**config.mk**
```make
export PLATFORM = sky130hd
export DESIGN_NAME = mmio_responder
export DESIGN_NICKNAME = d
export VERILOG_FILES = /design/src/rtl/mmio_responder.sv
export SDC_FILE = /design/constraint.sdc
export NUM_CORES = 1
export LEC_CHECK = 0
export BUFFER_PORTS_ARGS = -buffer_cell sky130_fd_sc_hd__buf_2
export CAP_MARGIN = 20
export CORE_UTILIZATION = 55
export DETAILED_ROUTE_END_ITERATION = 6
export PLACE_DENSITY_LB_ADDON = 0.25
export SLEW_MARGIN = 20
export SYNTH_ARGS = -nofsm -noshare
export SYNTH_HDL_FRONTEND = slang
export SYNTH_SLANG_ARGS = --single-unit
```
**constraint.sdc**
```tcl
create_clock -name clk_50MHz -period 3.5 [get_ports clk_50MHz]
set_input_delay 0.35 -clock clk_50MHz [delete_from_list [all_inputs] [get_ports clk_50MHz]]
set_output_delay 0.35 -clock clk_50MHz [all_outputs]
set_load 0.03 [all_outputs]
```
**src/rtl/mmio_responder.sv**
```systemverilog
// MMIO responder for the top 16 data addresses: LED register, synchronised
// switches, countdown timer with sticky expiry, and a push FIFO for a consumer.
module mmio_responder #(
  parameter logic [7:0]  IO_BASE    = 8'hF0,
  parameter int unsigned TICK_DIV   = 50000,
  parameter int unsigned FIFO_DEPTH = 4
) (
  input  logic        clk_50MHz,
  input  logic        reset_n,
  input  logic [7:0]  addr,
  input  logic [15:0] wdata,
  input  logic        wren,
  input  logic [9:0]  sw,
  input  logic        fifo_pop,
  output logic [15:0] rdata,
  output logic        io_sel,
  output logic [9:0]  ledr,
  output logic [15:0] fifo_data,
  output logic        fifo_valid,
  output logic        timer_irq
);

  localparam int unsigned         PRESC_W   = $clog2(TICK_DIV);
  localparam logic [PRESC_W-1:0]  PRESC_MAX = PRESC_W'(TICK_DIV - 1);
  localparam int unsigned         PTR_W     = $clog2(FIFO_DEPTH);
  localparam logic [3:0]          FIFO_MAX  = 4'(FIFO_DEPTH);

  localparam logic [3:0] OFF_LEDR  = 4'd0;
  localparam logic [3:0] OFF_SW    = 4'd1;
  localparam logic [3:0] OFF_TMR   = 4'd2;
  localparam logic [3:0] OFF_CTRL  = 4'd3;
  localparam logic [3:0] OFF_PUSH  = 4'd4;
  localparam logic [3:0] OFF_STAT  = 4'd5;

  logic [15:0]        rdata_q, rdata_d;
  logic               io_sel_q, io_sel_d;
  logic [9:0]         ledr_q, ledr_d;
  logic [9:0]         sw_meta_q, sw_sync_q;
  logic [15:0]        load_q, load_d;
  logic [15:0]        count_q, count_d;
  logic [PRESC_W-1:0] presc_q, presc_d;
  logic               en_q, en_d;
  logic               autoreload_q, autoreload_d;
  logic               expired_q, expired_d;
  logic [PTR_W-1:0]   wptr_q, wptr_d;
  logic [PTR_W-1:0]   rptr_q, rptr_d;
  logic [3:0]         fcnt_q, fcnt_d;
  logic               overflow_q, overflow_d;
  logic [15:0]        mem_q [FIFO_DEPTH];
  logic [15:0]        mem_d [FIFO_DEPTH];

  logic       hit;
  logic [3:0] off;
  logic       wr_ledr, wr_tmr, wr_ctrl, wr_push, wr_stat;
  logic       tick;
  logic       fifo_empty, fifo_full;
  logic       push_ok, pop_ok;

  always_comb begin
    hit     = (addr[7:4] == IO_BASE[7:4]);
    off     = addr[3:0];
    wr_ledr = wren && hit && (off == OFF_LEDR);
    wr_tmr  = wren && hit && (off == OFF_TMR);
    wr_ctrl = wren && hit && (off == OFF_CTRL);
    wr_push = wren && hit && (off == OFF_PUSH);
    wr_stat = wren && hit && (off == OFF_STAT);
  end

  always_comb begin
    ledr_d = ledr_q;
    if (wr_ledr) ledr_d = wdata[9:0];
  end

  // A TMR write wins over a tick; an expiry set wins over a write-1 clear.
  always_comb begin
    tick         = en_q && (count_q != '0) && (presc_q == PRESC_MAX);
    presc_d      = '0;
    load_d       = load_q;
    count_d      = count_q;
    en_d         = en_q;
    autoreload_d = autoreload_q;
    expired_d    = expired_q;

    if (!wr_tmr && en_q && (count_q != '0))
      presc_d = tick ? '0 : presc_q + 1'b1;

    if (wr_ctrl) begin
      en_d         = wdata[0];
      autoreload_d = wdata[1];
      if (wdata[15]) expired_d = 1'b0;
    end

    if (wr_tmr) begin
      load_d  = wdata;
      count_d = wdata;
    end else if (tick) begin
      if (count_q == 16'd1) begin
        expired_d = 1'b1;
        count_d   = autoreload_q ? load_q : '0;
      end else begin
        count_d = count_q - 16'd1;
      end
    end
  end

  // A pop on a full FIFO frees the slot the same-cycle push lands in.
  always_comb begin
    fifo_empty = (fcnt_q == '0);
    fifo_full  = (fcnt_q == FIFO_MAX);
    pop_ok     = fifo_pop && !fifo_empty;
    push_ok    = wr_push && (!fifo_full || pop_ok);
    wptr_d     = wptr_q;
    rptr_d     = rptr_q;
    fcnt_d     = fcnt_q;
    overflow_d = overflow_q;
    mem_d      = mem_q;

    if (wr_stat && wdata[15]) overflow_d = 1'b0;
    if (wr_push && !push_ok)  overflow_d = 1'b1;

    if (push_ok) begin
      mem_d[wptr_q] = wdata;
      wptr_d        = wptr_q + 1'b1;
    end
    if (pop_ok) rptr_d = rptr_q + 1'b1;

    if (push_ok && !pop_ok)      fcnt_d = fcnt_q + 4'd1;
    else if (pop_ok && !push_ok) fcnt_d = fcnt_q - 4'd1;
  end

  always_comb begin
    io_sel_d = hit;
    rdata_d  = '0;
    if (hit) begin
      case (off)
        OFF_LEDR: rdata_d = {6'b0, ledr_q};
        OFF_SW:   rdata_d = {6'b0, sw_sync_q};
        OFF_TMR:  rdata_d = count_q;
        OFF_CTRL: rdata_d = {expired_q, 13'b0, autoreload_q, en_q};
        OFF_STAT: rdata_d = {overflow_q, 5'b0, fifo_full, fifo_empty, 5'b0, fcnt_q[2:0]};
        default:  rdata_d = '0;
      endcase
    end
  end

  always_ff @(posedge clk_50MHz) begin
    if (!reset_n) begin
      rdata_q      <= '0;
      io_sel_q     <= 1'b0;
      ledr_q       <= '0;
      sw_meta_q    <= '0;
      sw_sync_q    <= '0;
      load_q       <= '0;
      count_q      <= '0;
      presc_q      <= '0;
      en_q         <= 1'b0;
      autoreload_q <= 1'b0;
      expired_q    <= 1'b0;
      wptr_q       <= '0;
      rptr_q       <= '0;
      fcnt_q       <= '0;
      overflow_q   <= 1'b0;
    end else begin
      rdata_q      <= rdata_d;
      io_sel_q     <= io_sel_d;
      ledr_q       <= ledr_d;
      sw_meta_q    <= sw;
      sw_sync_q    <= sw_meta_q;
      load_q       <= load_d;
      count_q      <= count_d;
      presc_q      <= presc_d;
      en_q         <= en_d;
      autoreload_q <= autoreload_d;
      expired_q    <= expired_d;
      wptr_q       <= wptr_d;
      rptr_q       <= rptr_d;
      fcnt_q       <= fcnt_d;
      overflow_q   <= overflow_d;
    end
  end

  // Storage needs no reset: the count masks stale entries.
  always_ff @(posedge clk_50MHz) begin
    mem_q <= mem_d;
  end

  assign rdata      = rdata_q;
  assign io_sel     = io_sel_q;
  assign ledr       = ledr_q;
  assign timer_irq  = expired_q;
  assign fifo_valid = !fifo_empty;
  assign fifo_data  = fifo_empty ? '0 : mem_q[rptr_q];

endmodule
```
==> results.txt <==
- Count of endpoints failing hold in the final timing report: 0
- Setup repair after global routing missed its margin: false
* Chain of cells forming the critical path: nor3_1 > nor3b_1 > nor4_2 > buf_4 > ha_1 > inv_1 > ha_1 > a21o_1 > a21oi_1 > xnor2_1 > or3_1 > a21boi_0
- Worst-case setup slack after placement: 0.445 ns
* Library cell contributing the largest single delay on the critical path: dfxtp_1
* Cells after Synth: around 680
- # resized after CTS: 0
- Number of nets in the final layout: 796
* Antenna violations before repair: 0
- Crit path max fanout: 7
* Signal arrival time at the worst endpoint: 3.43 ns
- Via density: 5.83
- Rel. slew slack: 42.6%
- Floorplan row count: 41
- Width of the chip: roughly 120 um
- The tightest hold path in the finished design has a slack of 0.128 ns.
- Broken down by cell family, the worst path's largest delay share belongs to simple AND/OR/NAND/NOR gates.
- Yosys printed 0 warnings.
- Stage delay of the slowest cell on the critical path: 0.38 ns
- Portion of the post-synthesis area used by sequential elements: 55.3%
- Post-route insts no fill: 932
* DRC violation total after the first TritonRoute iteration: 598
- Number of flops mapped to enable cells by yosys: 64
* Leading register cell type out of synthesis: dfxtp_1
- CP Launch Type: register
* Remaining DRCs: 0
- Beginning of the worst hold path: sw[7]
- Number of H-tree levels: 4
* Via count of the first global-routing pass: 5,328
- The tool flagged a number of max-cap violations equal to 0.
* Register-to-register path setup slack: 0.40 ns
* Register bit count reported by yosys: between 150 and 200
- Fill cells in the final layout number 1,026.
* Count of buffers added by post-CTS timing repair for setup: 0
* Crit path capture type: register
- Clock latency on the worst-skew pair, taken at its later pin, is 0.43 ns.
- Average wire length per cell after detail routing: 17.9 um
- Counting flops with an async set or reset pin after synthesis yields a share of 0%.
* First-pass GRT wire length: roughly 27,000 um
- Via count: approximately 5,400
* Final antenna-violating net count: 0
* Worst setup path category: register to register
- The analysis attributes to cell leakage a power of 0.00320 uW.
* Total iterations of the first detailed-routing run: 5
- Clock-pin slew was measured on the worst setup and hold paths at 0.07 ns.
* Cell seen most often among critical-path stages: ha_1
- Setup slack on the critical path of the routed design comes to 0.397 ns.
* Transition at the pin with the smallest max-transition slack: 0.854 ns
- Netlist area before placement: 7350 um2
* Setup Total Neg Slack: 0 ns
- Clock Root Buffer: clkbuf_16
- Worst supply voltage drop on vdd: 0.000321 V
- Achievable frequency: 322 MHz
* Boundary pin count: 83
- Relative to the synthesized area, the layout overhead comes to 15.4%.
- In this run the standard cell core region covers 12,800 um2.
- The routed design has around 17,000 um of wire.
* Pin count of the biggest net entering global routing: 50
- Counting instances, the worst hold path has a depth of 2.
- Diodes inserted: 0
* Count of buffer and inverter cells on the critical path: 2
* Combined global-route utilization of all metal layers: 25.0%
- PD cells: between 500 and 600 nW/um2
* Full die area: 13,800 um2
- Number of buffers created by CTS: 17
* Part of the cycle the worst path needs: 88.7%
- Mean instance size in the synthesized netlist: 10.9 um2
* Clock tree buffer depth: 2
- Finish-stage setup viols: 0
- At the end of routability-driven placement, the weighted congestion stood at 0.888.
- At the worst endpoint, the required time is 3.83 ns.
- Hold repair after CTS inserted 0 buffers.
- Most common cell after layout, fill and taps aside: dfxtp_1
- Slew Limit Fails: 0
- Detailed placement finished with a half-perimeter wire length of 11,200 um.
* Most used cells in the layout excluding fill and tap cells: dfxtp_1 (107), buf_2 (82), nand2_1 (67)
- Count of unique library cells instantiated by Yosys: 58
* Final worst clock skew: 0.0102 ns
- Summing all flip-flop and latch instances after layout gives 4060 um2.
* Hold path endpoint: sw_meta_q[7]
* Clock tree from TritonCTS: built
- The die is ~120 um tall.
- Clock sink total: 171
* R2r endpoint: fcnt_q[3]
- In this run the worst hold path is classified as primary input to register.
* Number of buffer cells added on primary ports: 82
- For this configuration, the core starts out at a cell density of 57.3%.
* Launch point of the worst reg-to-reg path: fcnt_q[0]
- For the worst flop-to-flop path, the logic depth is 12.
* Cell count after placement: 900
- Fraction of layout instances using a drive strength above 1: 20.8%
* Footprint of the multi-input gates: 3070 um2
- Min Clock Period, post-route: between 3 and 4 ns
- The total overflow left after global routing is 0.
* Post-synthesis net count: just over 700
- Run status: completed
cells by family after synthesis:
family | Yosys count | share of synthesized area, %
simple gates | 267 | 19.2
flops | 171 | 55.3
fa+ha+maj | 11 | 1.97
buf+inv | 51 | 2.88
xor+xnor | 26 | 3.10
mux | 42 | 8.48
compound gates | 107 | 9.06
worst max-delay path by stage:
stage	startpoint	depth (start not counted)	slack, ns	to
final	fcnt_q[0]	12	0.40	fcnt_q[3]
after detailed placement	fcnt_q[0]	12	0.45	fcnt_q[3]
after floorplan	fcnt_q[0]	11	0.84	fcnt_q[3]
after global placement	fcnt_q[0]	12	0.70	fcnt_q[3]
after global routing	fcnt_q[0]	12	0.12	fcnt_q[3]
after CTS	fcnt_q[0]	12	0.44	fcnt_q[3]
synth_stat cells, types with 4 or more instances:
| cell type | n | share of area (%) |
|---|---|---|
| dfxtp_1 | 107 | 29 |
| nand2_1 | 67 | 3.4 |
| nor2_1 | 65 | 3.3 |
| edfxtp_1 | 64 | 26 |
| and2_1 | 46 | 3.9 |
| a21oi_1 | 38 | 2.6 |
| clkbuf_1 | 25 | 1.3 |
| o21ai_0 | 25 | 1.7 |
| mux2i_1 | 24 | 3.3 |
| xnor2_1 | 17 | 2.0 |
| mux4_2 | 16 | 4.9 |
| nand3_1 | 13 | 0.89 |
| inv_1 | 12 | 0.61 |
| nor3_1 | 12 | 0.82 |
| and3_1 | 11 | 0.94 |
| ha_1 | 10 | 1.7 |
| nand4_1 | 9 | 0.77 |
| xor2_1 | 9 | 1.1 |
| buf_2 | 7 | 0.48 |
| o211ai_1 | 7 | 0.72 |
| a311oi_1 | 6 | 0.72 |
| a31oi_1 | 5 | 0.43 |
| nor2b_1 | 5 | 0.43 |
| nor4_1 | 5 | 0.43 |
| or3_1 | 5 | 0.43 |
| a21boi_0 | 4 | 0.41 |
| buf_1 | 4 | 0.20 |
| o22ai_1 | 4 | 0.34 |
flip-flops by register name, indices dropped and copies added, names as in the netlist, 10 cells and up:
register,count
presc_q,16
sw_sync_q,10
load_q,16
rdata,16
sw_meta_q,10
ledr,10
count_q,16
mem_q,64
routing by layer:
metal  part of all wire [%]  track usage (%)  routed length (um)
met1                     43             31.9                7150
met2                     48             40.7                8030
met3                    6.2             5.67                1030
met4                    2.6             11.2                 440
met5                      0                0                   0
worst register-to-register path, delay by kind of cell (launching register included):
| family | cells | cell delay (ns) |
|---|---|---|
| and+or+nand+nor | 4 | 1.16 |
| DFF | 1 | 0.38 |
| buffers and inverters | 2 | 0.31 |
| xor gates and xnor gates | 1 | 0.10 |
| adders and majority gates | 2 | 0.47 |
| AOI/OAI and AO/OA | 3 | 0.58 |
per-stage QoR:
| stage | total power (uW) | area (um2) | utilization (%) |
|---|---|---|---|
| CTS | 5070 | 8480 | 66.1 |
| global placement | 3210 | 7880 | 61.5 |
| global route | 5250 | 8480 | 66.1 |
| finish | 5040 | 8480 | 66.1 |
| floorplan | 2950 | 7350 | - |
| detailed placement | 3230 | 7880 | 61.5 |
area by class of cell:
type / count / share of cell area (%)
inverter: 12 / 0.531
timing repair buffer: 92 / 5.73
tap: 172 / 2.54
clock inverter: 14 / 1.70
multi-input combinational: 453 / 36.3
clock buffer: 18 / 5.31
sequential: 171 / 47.9
power breakdown:
part | total, uW | internal (uW) | switching, uW
Clock | 1860 | 1090 | 765
Sequential | 2150 | 2100 | 50.5
Combinational | 1030 | 409 | 623
Power figures use the tool's default switching activity.
